## src/rtl/dig2ana_reg_init.sv

```systemverilog
// ---------------------------------------------------------------------------
// dig2ana_reg_init
//
// Register-bus initiator for the digital-to-analog configuration space.
// Takes one read/write command at a time on a valid/ready command port,
// drives it onto the reg_* bus, waits for reg_ack and returns read data
// plus status on a valid/ready response port.
//
// Optional feature macro: DIG2ANA_REG_INIT_TIMEOUT_EN
//   defined   -> a REQ that sees no reg_ack for TMO_CYC cycles is closed
//                with rsp_err = 1 and rsp_rdata = 0
//   undefined -> REQ waits for reg_ack forever, rsp_err is always 0
//
// Ports:
//   mclk, h_reset             clock, synchronous active-high reset
//   cmd_valid/cmd_ready       command handshake
//   cmd_wr/addr/wdata/be      command payload (wr = 1 means write)
//   rsp_valid/rsp_ready       response handshake
//   rsp_rdata, rsp_err        read data (0 for writes/timeouts), timeout flag
//   busy                      high whenever a transaction is in flight
//   reg_cs/wr/addr/wdata/be   register bus toward the responder
//   reg_rdata, reg_ack        responder read data and acknowledge
// ---------------------------------------------------------------------------
module dig2ana_reg_init #(
   parameter int DW      = 32,
   parameter int AW      = 4,
   parameter int BW      = 4,
   parameter int TMO_CYC = 16
) (
   input  logic          mclk,
   input  logic          h_reset,
   input  logic          cmd_valid,
   output logic          cmd_ready,
   input  logic          cmd_wr,
   input  logic [AW-1:0] cmd_addr,
   input  logic [DW-1:0] cmd_wdata,
   input  logic [BW-1:0] cmd_be,
   output logic          rsp_valid,
   input  logic          rsp_ready,
   output logic [DW-1:0] rsp_rdata,
   output logic          rsp_err,
   output logic          busy,
   output logic          reg_cs,
   output logic          reg_wr,
   output logic [AW-1:0] reg_addr,
   output logic [DW-1:0] reg_wdata,
   output logic [BW-1:0] reg_be,
   input  logic [DW-1:0] reg_rdata,
   input  logic          reg_ack
);

   // The timeout counter width assumes TMO_CYC stays in its legal range.
   if (TMO_CYC < 2 || TMO_CYC > 255) begin : g_bad_tmo_cyc
      $error("dig2ana_reg_init: TMO_CYC must be within 2..255");
   end

   typedef enum logic [1:0] {
      IDLE = 2'd0,
      REQ  = 2'd1,
      RESP = 2'd2
   } state_t;

   state_t          state_q, state_d;
   logic            reg_cs_q, reg_cs_d;
   logic            reg_wr_q, reg_wr_d;
   logic [AW-1:0]   reg_addr_q, reg_addr_d;
   logic [DW-1:0]   reg_wdata_q, reg_wdata_d;
   logic [BW-1:0]   reg_be_q, reg_be_d;
   logic            rsp_valid_q, rsp_valid_d;
   logic [DW-1:0]   rsp_rdata_q, rsp_rdata_d;
   logic            rsp_err_q, rsp_err_d;

`ifdef DIG2ANA_REG_INIT_TIMEOUT_EN
   localparam int            TMO_W    = $clog2(TMO_CYC + 1);
   localparam logic [TMO_W-1:0] TMO_MAX  = TMO_W'(TMO_CYC);
   // The counter holds the number of ack-less REQ cycles already seen, so
   // the edge that completes the TMO_CYC-th such cycle is the one where the
   // counter still reads TMO_CYC-1.
   localparam logic [TMO_W-1:0] TMO_LAST = TMO_W'(TMO_CYC - 1);

   logic [TMO_W-1:0] tmo_cnt_q, tmo_cnt_d;
`endif

   // Next-state and datapath logic. The reg_* payload is only reloaded on a
   // command handshake so the bus holds its last values while reg_cs is low.
   // An ack seen outside REQ falls through untouched, which is how late or
   // spurious acks are ignored.
   always_comb begin
      state_d     = state_q;
      reg_cs_d    = reg_cs_q;
      reg_wr_d    = reg_wr_q;
      reg_addr_d  = reg_addr_q;
      reg_wdata_d = reg_wdata_q;
      reg_be_d    = reg_be_q;
      rsp_valid_d = rsp_valid_q;
      rsp_rdata_d = rsp_rdata_q;
      rsp_err_d   = rsp_err_q;
`ifdef DIG2ANA_REG_INIT_TIMEOUT_EN
      tmo_cnt_d   = tmo_cnt_q;
`endif

      case (state_q)
         IDLE: begin
            if (cmd_valid) begin
               state_d     = REQ;
               reg_cs_d    = 1'b1;
               reg_wr_d    = cmd_wr;
               reg_addr_d  = cmd_addr;
               reg_wdata_d = cmd_wdata;
               reg_be_d    = cmd_be;
`ifdef DIG2ANA_REG_INIT_TIMEOUT_EN
               tmo_cnt_d   = '0;
`endif
            end
         end

         REQ: begin
            // Ack is checked first so it wins over a coinciding timeout;
            // reg_cs drops on this same edge to avoid a second ack.
            if (reg_ack) begin
               state_d     = RESP;
               reg_cs_d    = 1'b0;
               rsp_valid_d = 1'b1;
               rsp_err_d   = 1'b0;
               rsp_rdata_d = reg_wr_q ? '0 : reg_rdata;
            end
`ifdef DIG2ANA_REG_INIT_TIMEOUT_EN
            else if (tmo_cnt_q >= TMO_LAST) begin
               state_d     = RESP;
               reg_cs_d    = 1'b0;
               rsp_valid_d = 1'b1;
               rsp_err_d   = 1'b1;
               rsp_rdata_d = '0;
            end else if (tmo_cnt_q != TMO_MAX) begin
               tmo_cnt_d   = tmo_cnt_q + 1'b1;
            end
`endif
         end

         RESP: begin
            if (rsp_ready) begin
               state_d     = IDLE;
               rsp_valid_d = 1'b0;
            end
         end

         default: begin
            state_d = IDLE;
         end
      endcase
   end

   // State register. Reset discards any pending command outright: the bus
   // and the response port both return to idle with no response produced.
   always_ff @(posedge mclk) begin
      if (h_reset) begin
         state_q     <= IDLE;
         reg_cs_q    <= 1'b0;
         reg_wr_q    <= 1'b0;
         reg_addr_q  <= '0;
         reg_wdata_q <= '0;
         reg_be_q    <= '0;
         rsp_valid_q <= 1'b0;
         rsp_rdata_q <= '0;
         rsp_err_q   <= 1'b0;
      end else begin
         state_q     <= state_d;
         reg_cs_q    <= reg_cs_d;
         reg_wr_q    <= reg_wr_d;
         reg_addr_q  <= reg_addr_d;
         reg_wdata_q <= reg_wdata_d;
         reg_be_q    <= reg_be_d;
         rsp_valid_q <= rsp_valid_d;
         rsp_rdata_q <= rsp_rdata_d;
         rsp_err_q   <= rsp_err_d;
      end
   end

`ifdef DIG2ANA_REG_INIT_TIMEOUT_EN
   // Timeout counter register, cleared on every accepted command.
   always_ff @(posedge mclk) begin
      if (h_reset) begin
         tmo_cnt_q <= '0;
      end else begin
         tmo_cnt_q <= tmo_cnt_d;
      end
   end
`endif

   // cmd_ready is masked by reset so nothing is accepted while it is held.
   assign cmd_ready = (state_q == IDLE) && !h_reset;
   assign busy      = (state_q != IDLE);
   assign reg_cs    = reg_cs_q;
   assign reg_wr    = reg_wr_q;
   assign reg_addr  = reg_addr_q;
   assign reg_wdata = reg_wdata_q;
   assign reg_be    = reg_be_q;
   assign rsp_valid = rsp_valid_q;
   assign rsp_rdata = rsp_rdata_q;
`ifdef DIG2ANA_REG_INIT_TIMEOUT_EN
   assign rsp_err   = rsp_err_q;
`else
   assign rsp_err   = 1'b0;
`endif

endmodule

```

## config.mk

```make
export PLATFORM = sky130hd
export DESIGN_NAME = dig2ana_reg_init
export DESIGN_NICKNAME = d
export VERILOG_FILES = /design/src/rtl/dig2ana_reg_init.sv
export SDC_FILE = /design/constraint.sdc
export NUM_CORES = 1
export LEC_CHECK = 0
export BUFFER_PORTS_ARGS = -buffer_cell sky130_fd_sc_hd__buf_2
export CAP_MARGIN = 40
export CELL_PAD_IN_SITES_DETAIL_PLACEMENT = 0
export CELL_PAD_IN_SITES_GLOBAL_PLACEMENT = 1
export CORE_UTILIZATION = 32
export DETAILED_ROUTE_END_ITERATION = 7
export HOLD_SLACK_MARGIN = 0.08
export PLACE_DENSITY = 0.76
export SYNTH_ARGS = -nofsm -noshare
export SYNTH_HDL_FRONTEND = slang
export SYNTH_SLANG_ARGS = --single-unit
```

## constraint.sdc

```tcl
create_clock -name mclk -period 1.3 [get_ports mclk]
set_clock_uncertainty 0.1 [all_clocks]
set_input_delay 0.39 -clock mclk [delete_from_list [all_inputs] [get_ports mclk]]
set_output_delay 0.39 -clock mclk [all_outputs]
set_load 0.005 [all_outputs]
```

==> results.json, run 1 <==
{
  "setup_slack_ns": -0.308,
  "fin_hold_ws_ns": 0.188,
  "timing.rr.start": "state_q[1]",
  "hp-class": "in2reg",
  "hold_buffers": 0,
  "grt_pass1_wl_um": 13500,
  "h-tree-depth": 3,
  "final_cell_area_um2": 5430,
  "fmaxAchievable_mhz": 622,
  "finalCritPeriodShare": 1.24,
  "routed_wl_um": 8990,
  "crit_chain": "or2_4 > nor2_4 > buf_2",
  "coreArea_um2": 10900,
  "gr-total-overflow": 0,
  "seq_area_frac_synth": 0.429,
  "drive_gt1_frac": 0.597,
  "vias_per_cell": 4.48,
  "grt_pass1_vias": 2823,
  "dieArea_um2": 11600,
  "crit_path_top_delay_cell": "dfxtp_2",
  "startpoint": "state_q[0]",
  "critPathKind": "reg2out",
  "clk_pin_slew_worst_paths_ns": 0.08,
  "die_x_um": 108,
  "netlist_instances": 344,
  "routedWlPerCell_um": 13.4,
  "required_ns": 0.81,
  "die_h_um": 108,
  "crit_path_end_kind": "output port",
  "ys.warnings.count": 0,
  "rsz0062_at_grt": "true",
  "crit_path_max_incr_delay_ns": 0.33,
  "ir_worst_vdd_mv": 0.483,
  "worstSkewPairLatency_ns": 0.34,
  "finalNetCount": 602,
  "clockBufferDepth": 2,
  "tritoncts": "yes",
  "violations": "negative setup slack",
  "fillers": 1018,
  "min_from": "cmd_wdata[28]",
  "tightestPinTransition_ns": 0.555,
  "io_buffers": 154,
  "antenna_left": 0,
  "ctsRootBufferMaster": "clkbuf_8",
  "area_growth_pct": 51.3,
  "crit_arrival_ns": 1.12,
  "period_minus_slack_ns": 1.61,
  "drv_slew": 0,
  "drt_iter0_markers": 101,
  "synth.distinct_cells": 21,
  "r2r_slack_ns": -0.17,
  "antenna_cells": 0,
  "setup_violations": 77,
  "synth_area_um2": 3590,
  "start_util": 0.330,
  "max_slew_margin": 0.630,
  "grt_max_degree": 63,
  "cap_violations": 0,
  "gp_congestion": 0.702,
  "hold_violations": 0,
  "status": "finished, violations left",
  "antenna_found_initial": 1,
  "io_pins": 156,
  "vias": 2998,
  "postPlaceCellArea_um2": 4610,
  "drc": 0,
  "rows": 38,
  "start_kind": "flop",
  "cts_inserted_buffers": 9,
  "power.leakage_nw": 2.42,
  "firstDrtPassIters": 2,
  "power_density_nw_per_um2": 990,
  "synth_nets": 422,
  "synth.avg_cell_area_um2": 10.4,
  "track_usage": 0.148,
  "yosys_register_bits": 77,
  "dpl.hpwl_um": 5960,
  "cts_sinks": 77,
  "crit_fanout": 2
}
-- placed cells by master (no fill, tap or decap) --
cell type,Yosys,routed
buf_16,0,2
and3b_1,2,1
clkbuf_8,0,11
or3b_2,20,19
buf_2,3,118
nor2_4,0,1
or3b_4,0,2
or2_4,0,1
dfxtp_2,0,76
clkbuf_16,0,2
mux2i_1,73,72
a22o_1,1,1
nand2b_1,116,116
clkinv_2,0,1
a2111oi_4,0,1
nor3b_4,0,1
a211oi_1,1,1
buf_4,1,23
clkbuf_1,15,4
mux2i_2,0,1
nand3b_1,1,1
buf_8,0,1
a21oi_2,0,1
buf_6,11,45
buf_12,0,8
conb_1,1,1
dfxtp_4,0,1
or3b_1,13,12
nor2b_1,1,1
inv_1,2,2
and3b_4,0,1
a21oi_1,2,1
-- Yosys cell counts --
cell type,n,share of area
buf_2,3,0.0042
nor2b_1,1,0.0017
a2111oi_2,1,0.0042
or2_2,1,0.0017
conb_1,1,0.0010
dfxtp_1,77,0.43
mux2i_1,73,0.20
buf_4,1,0.0021
buf_6,11,0.034
a211oi_1,1,0.0021
and3b_1,2,0.0049
a21oi_1,2,0.0028
nor2_1,1,0.0010
nand3b_1,1,0.0021
nor3b_1,1,0.0021
clkbuf_1,15,0.016
nand2b_1,116,0.20
or3b_1,13,0.032
a22o_1,1,0.0024
inv_1,2,0.0021
or3b_2,20,0.049
-- through the flow --
step	power [W]	setup slack (ns)	util	TNS, ns	std cells
floorplan	0.00313	-0.0268	-	-0.547	344
global placement	0.00351	-0.255	0.423	-11.89	631
detailed placement	0.00353	-0.314	0.423	-15.59	631
CTS	0.00535	-0.322	0.469	-6.97	657
global route	0.00567	-0.349	0.499	-13.51	669
finish	0.00538	-0.308	0.499	-8.59	669
-- routing by layer --
layer / global-route usage / vias up / routed length, µm
met4: 0.0695 / 2 / 158
met1: 0.179 / 1388 / 3840
met3: 0.0542 / 15 / 751
met2: 0.234 / 97 / 4230
li1: - / 1496 / -
met5: 0 / - / 13
-- registers in the layout, indices dropped and copies added (netlist names) --
register,flops
rsp_rdata,32
reg_wr,1
state_q,2
rsp_valid,1
reg_wdata,32
reg_be,4
reg_addr,4
reg_cs,1
-- cells by family (layout without fill, tap and decap cells) --
kind of cell    after synthesis  after routing  synth area share
other cells                   1              1           0.00104
mux                          73             73             0.203
buf+inv                      32            217            0.0585
simple gates                156            156             0.296
flops                        77             77             0.429
compound gates                5              5            0.0115
-- final cells by class --
cell class	instances	area [µm²]	area share
Clock buffer	15	166	0.0306
Clock inverter	1	5.00	0.000921
Inverter	2	7.51	0.00138
Multi-Input combinational cell	235	1890	0.348
Sequential cell	77	1640	0.302
Tap cell	140	175	0.0322
Timing Repair Buffer	199	1550	0.285
-- report_power, final --
group | total (W) | internal (W) | switching, W | leakage, nW
combinational | 0.00111 | 0.000699 | 0.000411 | 1.67
clock | 0.00166 | 0.000801 | 0.000857 | 0.0877
sequential | 0.00261 | 0.00253 | 0.0000873 | 0.662
-- timing repair --
item                       4_1_cts  5_1_grt
gates cloned                     2        3
setup endpoints to repair      105      150
pin swaps                        4        2
buffers inserted                 8       10
resized for setup               89       45
-- worst max-delay path, delay by kind of cell, from the launching register on --
kind                   cells  cell delay [ns]
buffers and inverters      1             0.11
DFF                        1             0.33
and+or+nand+nor            2             0.34
-- worst paths after layout --
path / to / cells past startpoint
worst min register to register: reg_wdata[26] / 2
worst min-delay path: reg_wdata[28] / 3
worst max register to register: reg_wdata[27] / 6
worst max-delay path: cmd_ready / 3
Power figures use the tool's default switching activity.
==> run 2, diff against run 1 <==
==> config.mk (replaced) <==
export PLATFORM = sky130hd
export DESIGN_NAME = dig2ana_reg_init
export DESIGN_NICKNAME = d
export VERILOG_FILES = /design/src/rtl/dig2ana_reg_init.sv
export SDC_FILE = /design/constraint.sdc
export NUM_CORES = 1
export LEC_CHECK = 0
export CAP_MARGIN = 40
export CELL_PAD_IN_SITES_DETAIL_PLACEMENT = 0
export CELL_PAD_IN_SITES_GLOBAL_PLACEMENT = 1
export CORE_UTILIZATION = 42
export DETAILED_ROUTE_END_ITERATION = 7
export DONT_BUFFER_PORTS = 1
export HOLD_SLACK_MARGIN = 0.08
export PLACE_DENSITY = 0.74
export SYNTH_ARGS = -nofsm -noshare
export SYNTH_HDL_FRONTEND = slang
export SYNTH_SLANG_ARGS = --single-unit
==> run 2 against run 1 <==
Against the previous run:
- the run still ends with negative setup slack left
- final cell count is 28% lower
- maximum frequency is 5.7% higher
- non-clock buffer count is 151 lower
- highest routed layer is now met4
- worst setup slack better by 0.086 ns
- utilization is 3.4 points higher
- clock power is 3% lower
==> results.json, run 2 (synthesized netlist as in run 1, its figures left out) <==
{
  "status": "finished, violations left",
  "violations": "negative setup slack",
  "timing.rr.start": "state_q[0]",
  "power_density_nw_per_um2": 1130,
  "gr-total-overflow": 0,
  "total_power_w": 0.00497,
  "crit_fanout": 2,
  "start_kind": "flop",
  "mostFrequentLayoutCells": "116 x nand2b_1, 74 x dfxtp_1, 73 x mux2i_1",
  "dp_cells": 433,
  "crit_arrival_ns": 1.03,
  "clockBufferDepth": 2,
  "antenna_cells": 0,
  "vias_per_cell": 5.01,
  "hp-class": "in2reg",
  "setup_slack_ns": -0.222,
  "drive_gt1_frac": 0.204,
  "fmaxAchievable_mhz": 657,
  "die_x_um": 94.5,
  "required_ns": 0.81,
  "firstDrtPassIters": 4,
  "layoutNonFillerInstCount": 483,
  "die_h_um": 94.5,
  "drt_iter0_markers": 77,
  "vias": 2418,
  "ir_worst_vdd_mv": 0.497,
  "fin_util": 0.533,
  "drc": 0,
  "hold_violations": 0,
  "fin_hold_ws_ns": 0.102,
  "area_growth_pct": 22.6,
  "worstSkewPairLatency_ns": 0.33,
  "start_util": 0.435,
  "gp_congestion": 0.660,
  "finalCritPeriodShare": 1.17,
  "ctsRootBufferMaster": "clkbuf_8",
  "period_minus_slack_ns": 1.52,
  "dpl.hpwl_um": 4660,
  "startpoint": "state_q[0]",
  "clk_pin_slew_worst_paths_ns": 0.07,
  "rows": 33,
  "cts_inserted_buffers": 9,
  "coreArea_um2": 8260,
  "cts_sinks": 77,
  "tritoncts": "yes",
  "grt_pass1_wl_um": 11500,
  "critPathKind": "reg2out",
  "power.leakage_nw": 1.67,
  "crit_path_end_kind": "output port",
  "antenna_found_initial": 0,
  "dieArea_um2": 8920,
  "io_pins": 156,
  "final_common_cell": "nand2b_1",
  "routedWlPerCell_um": 16.0,
  "cap_violations": 0,
  "setup_violations": 78,
  "h-tree-depth": 3,
  "routed_wl_um": 7710,
  "antenna_left": 0,
  "track_usage": 0.167,
  "io_buffers": 0,
  "finalNetCount": 451,
  "drv_slew": 0,
  "rsz0062_at_grt": "true",
  "min_from": "cmd_wdata[12]",
  "grt_max_degree": 151,
  "grt_pass1_vias": 2329,
  "dp_slack_ns": -0.0371
}
[run 2: cell types whose count changed in the layout (fill, tap and decap cells not counted), sizes merged]
cell and change:
clkbuf -7, clkinv +3, dlygate4sd3 +18, clkinvlp +2, buf -168, bufbuf +1
[run 2: worst paths after layout]
path	slack, ns	cells after the start	endpoint
min	0.10	2	reg_wdata[12]
min reg2reg	0.39	2	rsp_rdata[16]
max	-0.22	2	cmd_ready
max reg2reg	-0.17	6	reg_addr[1]
[run 2: cell type report]
type | count | area, µm²
clock buffer | 10 | 138
clock inverter | 6 | 38.8
fill | 738 | 3860
inverter | 2 | 7.51
multi-input combinational | 235 | 1880
sequential | 77 | 1550
tap | 105 | 131
timing repair buffer | 48 | 653
[run 2: routing by layer]
metal,vias up,global-route usage,part of all wire,wire (µm)
met3,6,0.0717,0.095,730
met4,0,0.0556,0.0074,57
li1,1198,-,-,-
met2,99,0.283,0.48,3710
met5,-,0,0,0
met1,1115,0.189,0.42,3210
[run 2: per-stage QoR]
| stage | cell area (µm²) | setup TNS (ns) |
|---|---|---|
| 6_report | 4400 | -6.47 |
| 4_1_cts | 4360 | -8.20 |
| 5_1_grt | 4400 | -11.72 |
| 3_5_place_dp | 3710 | -0.362 |
| 3_3_place_gp | 3710 | 0 |
| 2_1_floorplan | 3610 | -0.547 |
[run 2: worst max-delay path, stage by stage (launching register included)]
cell,delay [ns]
dfxtp_4,0.35
or2_4,0.27
nor2_4,0.08
[run 2: where the power goes]
part	internal [W]	switching, W	leakage [nW]
Sequential	0.00250	0.000121	0.632
Clock	0.000738	0.000871	0.0880
Combinational	0.000486	0.000251	0.950
[run 2: repair_timing]
item	in CTS	in global routing
endpoints found under the setup margin	50	78
pin swaps	4	4
gates resized for setup	27	11
hold endpoints to repair	16	3
buffers inserted	10	4
cloned	7	0
hold buffers	15	3
